File: config.mk
export PLATFORM = sky130hd
export DESIGN_NAME = cache_wb
export DESIGN_NICKNAME = d
export VERILOG_FILES = /design/src/rtl/cache_wb.sv
export SDC_FILE = /design/constraint.sdc
export NUM_CORES = 1
export LEC_CHECK = 0
export ABC_AREA = 1
export BUFFER_PORTS_ARGS = -buffer_cell sky130_fd_sc_hd__buf_4
export CAP_MARGIN = 0
export CORE_UTILIZATION = 45
export CTS_CLUSTER_SIZE = 8
export DETAILED_ROUTE_END_ITERATION = 8
export GPL_ROUTABILITY_DRIVEN = 1
export HOLD_SLACK_MARGIN = 0.15
export RECOVER_POWER = 50
export SKIP_LAST_GASP = 1
export SLEW_MARGIN = 20
export SYNTH_ARGS = -nofsm -noshare
export SYNTH_HDL_FRONTEND = slang
export SYNTH_SLANG_ARGS = --single-unit
export TNS_END_PERCENT = 50
File: constraint.sdc
create_clock -name clock -period 2.8 [get_ports clock]
set_input_delay 0.42 -clock clock [delete_from_list [all_inputs] [get_ports clock]]
set_output_delay 0.42 -clock clock [all_outputs]
set_load 0.03 [all_outputs]
File: src/rtl/cache_wb.sv
// cache_wb: direct-mapped, write-back, write-allocate cache with one word per line.
// Define CACHE_STATS_EN to add saturating hit_cnt/miss_cnt outputs.
module cache_wb #(
    parameter int ADDR_W  = 8,
    parameter int DATA_W  = 8,
    parameter int INDEX_W = 3
) (
    input  logic              clock,
    input  logic              resetn,
    input  logic              cpu_req,
    input  logic              cpu_we,
    input  logic [ADDR_W-1:0] cpu_addr,
    input  logic [DATA_W-1:0] cpu_wdata,
    output logic [DATA_W-1:0] cpu_rdata,
    output logic              cpu_ready,
    output logic              cpu_hit,
    output logic              busy,
    output logic [ADDR_W-1:0] mem_addr,
    output logic [DATA_W-1:0] mem_wdata,
    output logic              mem_we,
    input  logic [DATA_W-1:0] mem_rdata
`ifdef CACHE_STATS_EN
    ,
    output logic [15:0]       hit_cnt,
    output logic [15:0]       miss_cnt
`endif
);

    localparam int LINES = 1 << INDEX_W;
    localparam int TAG_W = ADDR_W - INDEX_W;

    typedef enum logic [2:0] {
        IDLE,
        COMPARE,
        WRITEBACK,
        FILL,
        FILL_WAIT
    } state_t;

    state_t state;

    logic [TAG_W-1:0]  tags [LINES];
    logic [DATA_W-1:0] data [LINES];
    logic [LINES-1:0]  valid;
    logic [LINES-1:0]  dirty;

    logic              req_we;
    logic [ADDR_W-1:0] req_addr;
    logic [DATA_W-1:0] req_wdata;
    logic              miss;

    logic [INDEX_W-1:0] in_idx;
    logic [TAG_W-1:0]   in_tag;
    logic [INDEX_W-1:0] r_idx;
    logic [TAG_W-1:0]   r_tag;
    logic               in_hit;

    assign in_idx = cpu_addr[INDEX_W-1:0];
    assign in_tag = cpu_addr[ADDR_W-1:INDEX_W];
    assign r_idx  = req_addr[INDEX_W-1:0];
    assign r_tag  = req_addr[ADDR_W-1:INDEX_W];
    assign in_hit = valid[in_idx] && (tags[in_idx] == in_tag);

    // The hit lookup is done as the request is accepted so that the
    // completion outputs are registered and appear in the COMPARE cycle.
    always_ff @(posedge clock or negedge resetn) begin
        if (!resetn) begin
            state     <= IDLE;
            valid     <= '0;
            dirty     <= '0;
            cpu_ready <= 1'b0;
            cpu_hit   <= 1'b0;
            busy      <= 1'b0;
            mem_we    <= 1'b0;
            cpu_rdata <= '0;
            mem_addr  <= '0;
            mem_wdata <= '0;
            req_we    <= 1'b0;
            req_addr  <= '0;
            req_wdata <= '0;
            miss      <= 1'b0;
`ifdef CACHE_STATS_EN
            hit_cnt   <= '0;
            miss_cnt  <= '0;
`endif
        end else begin
            cpu_ready <= 1'b0;
            cpu_hit   <= 1'b0;
            mem_we    <= 1'b0;
            case (state)
                IDLE: begin
                    if (cpu_req) begin
                        req_we    <= cpu_we;
                        req_addr  <= cpu_addr;
                        req_wdata <= cpu_wdata;
                        miss      <= 1'b0;
                        busy      <= 1'b1;
                        state     <= COMPARE;
                        if (in_hit) begin
                            cpu_ready <= 1'b1;
                            cpu_hit   <= 1'b1;
                            cpu_rdata <= data[in_idx];
`ifdef CACHE_STATS_EN
                            if (hit_cnt != 16'hFFFF)
                                hit_cnt <= hit_cnt + 16'd1;
`endif
                        end
                    end
                end
                COMPARE: begin
                    if (cpu_ready) begin
                        busy  <= 1'b0;
                        state <= IDLE;
                        if (req_we)
                            dirty[r_idx] <= 1'b1;
                    end else begin
                        miss <= 1'b1;
                        if (valid[r_idx] && dirty[r_idx]) begin
                            state     <= WRITEBACK;
                            mem_we    <= 1'b1;
                            mem_addr  <= {tags[r_idx], r_idx};
                            mem_wdata <= data[r_idx];
                        end else begin
                            state    <= FILL;
                            mem_addr <= req_addr;
                        end
                    end
                end
                WRITEBACK: begin
                    state    <= FILL;
                    mem_addr <= req_addr;
                end
                FILL: begin
                    state <= FILL_WAIT;
                end
                FILL_WAIT: begin
                    valid[r_idx] <= 1'b1;
                    dirty[r_idx] <= 1'b0;
                    state        <= COMPARE;
                    cpu_ready    <= 1'b1;
                    cpu_hit      <= ~miss;
                    cpu_rdata    <= mem_rdata;
`ifdef CACHE_STATS_EN
                    if (miss_cnt != 16'hFFFF)
                        miss_cnt <= miss_cnt + 16'd1;
`endif
                end
                default: begin
                    state <= IDLE;
                    busy  <= 1'b0;
                end
            endcase
        end
    end

    // Tag and data arrays keep their contents across reset.
    always_ff @(posedge clock) begin
        if (state == FILL_WAIT) begin
            data[r_idx] <= mem_rdata;
            tags[r_idx] <= r_tag;
        end else if (state == COMPARE && cpu_ready && req_we) begin
            data[r_idx] <= req_wdata;
        end
    end

endmodule

# --- Word level (Yosys, flattened, before mapping) ---
# Memory sizes are Yosys's and may differ from the RTL's. A register that Yosys moved wholly into a read port is not among the register bits.
# Cells that the tools add are included.
totals:
  reg_bits: 57
  ramBits: 104
  inputBits: 28
  out_inout_bits: 28
  word_cells: 95
  n_memories: 2
op_classes:
  magnitude_cmp: 3
  eq_ne: 10
  muxes: 40
  bitwise_logic: 8
  reduce_logical: 19
mem_list:
  columns: ["memory", "words", "word_bits", "rd", "rd_clocked_by_memory_dff", "write_ports", "line", "rtl"]
  rows:
  - ["data", 8, 8, 2, 1, 1, "43", "logic [DATA_W-1:0] data [LINES];"]
  - ["tags", 8, 5, 2, 0, 1, "42", "logic [TAG_W-1:0] tags [LINES];"]
op_table:
  columns: ["op", "count"]
  rows:
  - ["2-to-1 mux 8 bit", 7]
  - ["case mux 8 bit (2 select lines)", 3]
  - ["2-to-1 mux 1 bit", 19]
  - ["OR 8 bit", 2]
  - ["case mux 3 bit (5 select lines)", 1]
  - ["AND reduction 3 bit", 5]
  - ["!= test 2 bit (second input constant)", 5]
  - ["binary-select mux 1 bit (select 3 bit)", 3]
  - ["bitwise AND 8 bit", 1]
  - ["< comparator 3 x 4 -> 1 bit (second input constant)", 2]
  - ["NOT 8 bit", 1]
  - ["nonzero test 2 bit", 4]
  - ["== test 3 x 2 -> 1 bit (second input constant)", 2]
  - ["case mux 1 bit (2 select lines)", 3]
  - ["== test 5 bit", 1]
  - ["logical AND 1 bit", 5]
  - ["AND reduction 2 bit", 2]
  - ["demux 1 bit (select 3 bit)", 1]
  - ["== test 3 x 1 -> 1 bit (second input constant)", 1]
  - ["== test 3 bit (second input constant)", 1]
  - ["greater-or-equal comparator 3 x 1 -> 1 bit (second input constant)", 1]
  - ["zero test 3 bit", 1]
  - ["2-to-1 mux 3 bit", 1]
  - ["NOT 1 bit", 3]
  - ["5 further kinds", 5]

# --- Logic depth before layout (Yosys ltp) ---
logic_depth:
  word_depth: 8
  ltp_mapped: 14
  mapped_depth_nobuf: 13

# --- Least setup slack after synthesis ---
# No wires, ideal clock.
synth_timing:
  kind: "flip-flop to flip-flop"
  startpoint: "register state[2]"
  endpoint: "memory data[5][0] (enable)"
  setup_time_ns: 0.374
  t_arrival_ns: 1.398
  required_time_ns: 2.426
  slack_ns: 1.029
  path_stages_with_launch: 6
  path_buffers: 0
  synth_period_minus_slack_ns: 1.771
  path_cell_list: "dfrtp_1 -> nor3_1 -> nand3_1 -> inv_1 -> nor2_1 -> nor2_1"
synth_via:
  elab_chain_cells: 7
  word_cells_on_any_way: 10
  classes_between: "eq/ne (2); mux (5); bitwise (1); reduce/logical (2)"
synth_lines:
  columns: ["element", "line", "rtl"]
  rows:
  - ["from (decl)", "40", "state_t state;"]
  - ["from (signal assigned)", "68", "state <= IDLE;"]
  - ["from (signal assigned)", "98", "state <= COMPARE;"]
  - ["from (signal assigned)", "113", "state <= IDLE;"]
  - ["== test 3 x 1 -> 1 bit", "161", "end else if (state == COMPARE && cpu_ready && req_we) begin"]
  - ["logical AND 1 bit (2 in a row)", "161", null]
  - ["2-to-1 mux 1 bit", "161", null]
  - ["2-to-1 mux 1 bit", "158", "if (state == FILL_WAIT) begin"]
  - ["2-to-1 mux 1 bit (not written as such)", "162", "data[r_idx] <= req_wdata;"]
  - ["OR 1 bit (no line) *", null, null]
  - ["to (decl)", "43", null]
# Mark *: on every way between the ends. The rest lies on a longest branch, timed or not.

# --- Worst setup path after layout ---
layout_timing:
  startpoint: "register req_addr[0]"
  endpoint: "register mem_wdata[4] (read register of data)"
layout_via:
  elab_chain_cells: 4
  word_cells_on_any_way: 6
  classes_between: "mux (4); reduce/logical (2)"
layout_lines:
  columns: ["element", "line", "rtl"]
  rows:
  - ["from (decl)", "48", "logic [ADDR_W-1:0] req_addr;"]
  - ["from (signal assigned)", "94", "req_addr <= cpu_addr;"]
  - ["binary-select mux 1 bit (select 3 bit)", "118", "if (valid[r_idx] && dirty[r_idx]) begin"]
  - ["2-to-1 mux 1 bit (not written as such)", "118", null]
  - ["logical AND 1 bit", "118", null]
  - ["AND reduction 3 bit (no line)", null, null]
  - ["to (decl)", "19", "output logic [DATA_W-1:0] mem_wdata,"]
# Several ways; a longest one is shown, not always the timed one. The select of a mux whose other input is x is not followed.
# A chain may end at the register's enable or synchronous reset.

==> impl_metrics.toml <==
[outcome]
status = "finished, violations left"
violations = "capacitance limit, slew limit"

[run]
drv_cap = 1

[floorplan]
die-area_sq_um = 18400
start_util_pct = 46.3
core_area_sq_um = 17400
pin_count = 56
fp.dieW_um = 136
num_rows = 48
die_y_um = 136

[synth]
syn_area_per_cell_sq_um = 9.39
synth_area_sq_um = 8030
ys.warnings.count = 0
yosysSeqAreaShare_pct = 59.1
yosysTopAreaCellShare_pct = 38.9
syn_nets = 883
ys_types = 42
ys_ff_latch = 169
synthCells = 855
synth_largest_area_cell = "edfxtp_1"
netlist_top_cells_area = "edfxtp_1, dfrtp_1, nand2_1"

[clock_network]
clock_path_buffers = 2
clk_pin_slew_ps = 70
cts_inserted_buffers = 17
cts-root-buf = "clkbuf_16"
htreeDepth = 4
clock_sinks = 169
cts-resized-gates = 0
cts_tree = "built"
insertion_delay_ps = 430

[layout]
fill_cells = 1619
synthToLayoutAreaGrowth_pct = 15.4
fin_util_pct = 53.4
multi_input_area_sq_um = 2610
drive_above_1_share_pct = 12.8
regArea_sq_um = 4750
antenna_cells = 0
fin_nets = 958

[global_routing]
antenna_found_initial = 0
grt-ovfl-total = 0
grt_pass1_wl_mm = 34.4
grt_pass1_vias = 5908
grt_max_degree = 66
track_usage_pct = 25.7

[placement]
pre_cts_slack_ps = 367
numPortBuffers = 55
dp_hpwl_mm = 15.3
gp_congestion = 0.867

[sta]
fin_setup_tns_ps = 0
finalHoldWorstSlack_ps = 177
fin_crit_sh_pct = 83.8
period_minus_slack_ps = 2350
maxSlewViolCount = 66
rsz0062_at_grt = "no"
worst_slack_ps = 453
tightest_slew_ps = 1710
hold_viol_final = 0
fmax_ghz = 0.426
finClkSkew_ps = 7.81
relSlewSlack_pct = -14.3
finalSetupViolations = 0

[setup_path]
cp-end-kind = "flop"
path_class = "flop to flop"
start_kind = "flop"
critPathArrivalTime_ps = 2730
cp.required_ps = 3180
cp_max_fo = 11

[min_path]
hold_class = "input pin to flop"

[drt]
vias = 6401
drt-total-wl_mm = 22.8
drcViolationCount = 0
antenna_left = 0
drt-wirelength-per-cell_um = 19.6
drt-pass1-iter-count = 5
drt_iter0_markers = 603
viasPerCell = 5.48

[power]
leakagePower_uw = 0.00404
powerDensity_nw_per_um2 = 948
ir_drop_mv = 0.511
power_uw = 8790
## layer usage
layer  part of all wire, %  GRT usage [%]
met5                     0              0
met4                   2.1           9.86
met3                   7.6           4.00
met2                    44           38.4
met1                    46           37.3
## what timing repair did
action,CTS,global route
setup buffers,0,0
endpoints found under the setup margin,0,0
hold buffers,1,0
endpoints found under the hold margin,57,0
## worst max-delay path, stage by stage (launching register included)
cell and delay [ps]:
dfrtp_1 500, inv_2 220, nand3_2 260, inv_2 340, nand2_1 80, nand2_1 120
nor2_4 60, nand4_4 140, nand3_4 210, inv_6 200, o31ai_2 100, nand2_2 60
## cell families (layout without fill, tap and decap cells)
family	count (synthesis)	count (layout)	share of synthesized area [%]
buffers and inverters	156	244	8.13
AND/OR/NAND/NOR	375	375	21.5
flip-flops	169	169	59.1
AO/OA/AOI/OAI	155	155	11.2
## report_power, final
group	leakage (uW)	switching, uW	total (uW)	internal, uW
Clock	0.000280	998	2410	1410
Sequential	0.00178	391	3580	3190
Combinational	0.00198	2010	2800	786
## cell usage after synthesis
library cell,instances
nand2_4,1
a221oi_1,4
o21ai_0,76
buf_1,1
a211oi_1,1
edfxtp_1,104
nand3b_1,1
nand4_1,15
o2bb2ai_1,1
nor2_1,64
inv_6,2
nor2_4,1
nand3_4,4
nor4_4,1
o211ai_1,7
nand3_1,72
clkbuf_1,12
o2111ai_1,1
or2_2,1
nand4_4,1
inv_2,6
nand2_2,6
o21ai_1,2
o221ai_1,2
a22oi_2,1
nand3b_4,1
dfrtp_1,65
nor4_1,1
a21oi_1,29
buf_6,2
inv_4,3
nand2_1,197
inv_1,109
nand3_2,5
clkinv_1,1
buf_2,16
buf_4,4
o22ai_1,18
o31ai_2,3
nor3_1,3
a22oi_1,10
nand4_2,1
## path summary, 6_finish.rpt
path,cells after the start,end,slack (ps),startpoint
worst max register to register,11,mem_wdata[4],450,req_addr[0]
max in group asynchronous,2,mem_wdata[3],790,resetn
worst max-delay path,11,mem_wdata[4],450,req_addr[0]
worst min register to register,2,mem_addr[5],480,mem_addr[5]
min in group asynchronous,2,mem_addr[3],970,resetn
worst min-delay path,3,req_wdata[4],180,cpu_wdata[4]
## state kept, by name, indices dropped and copies added, names as in the netlist, named ones only
name and cells:
cpu_rdata 8, mem_wdata 8, tags 40, mem_addr 8, state 3, req_addr 8, mem_we 1, cpu_hit 1
miss 1, busy 1, req_we 1, valid 8, req_wdata 8, cpu_ready 1, data 64
## cell type report
cell class / count / share of cell area, %
sequential: 169 / 51.2
inverter: 121 / 5.09
tap: 225 / 3.04
clock inverter: 13 / 1.82
clock buffer: 19 / 4.67
multi-input combinational: 530 / 28.2
timing repair buffer: 91 / 5.95
## placed cells by master, fill, tap and decap left out, drive strengths merged, types with 18 or more instances in the layout
cell type,instances
inv,122
dfrtp,65
o22ai,18
nand3,81
buf,54
a21oi,29
clkbuf,55
edfxtp,104
nor2,65
o21ai,78
nand2,204
## metrics by stage
stage,instances,instance area (sq um)
floorplan,855,8030
global placement,1135,8810
detailed placement,1135,8810
CTS,1168,9420
global route,1168,9270
finish,1168,9270
No activity file was read; power rests on OpenSTA's default activity.
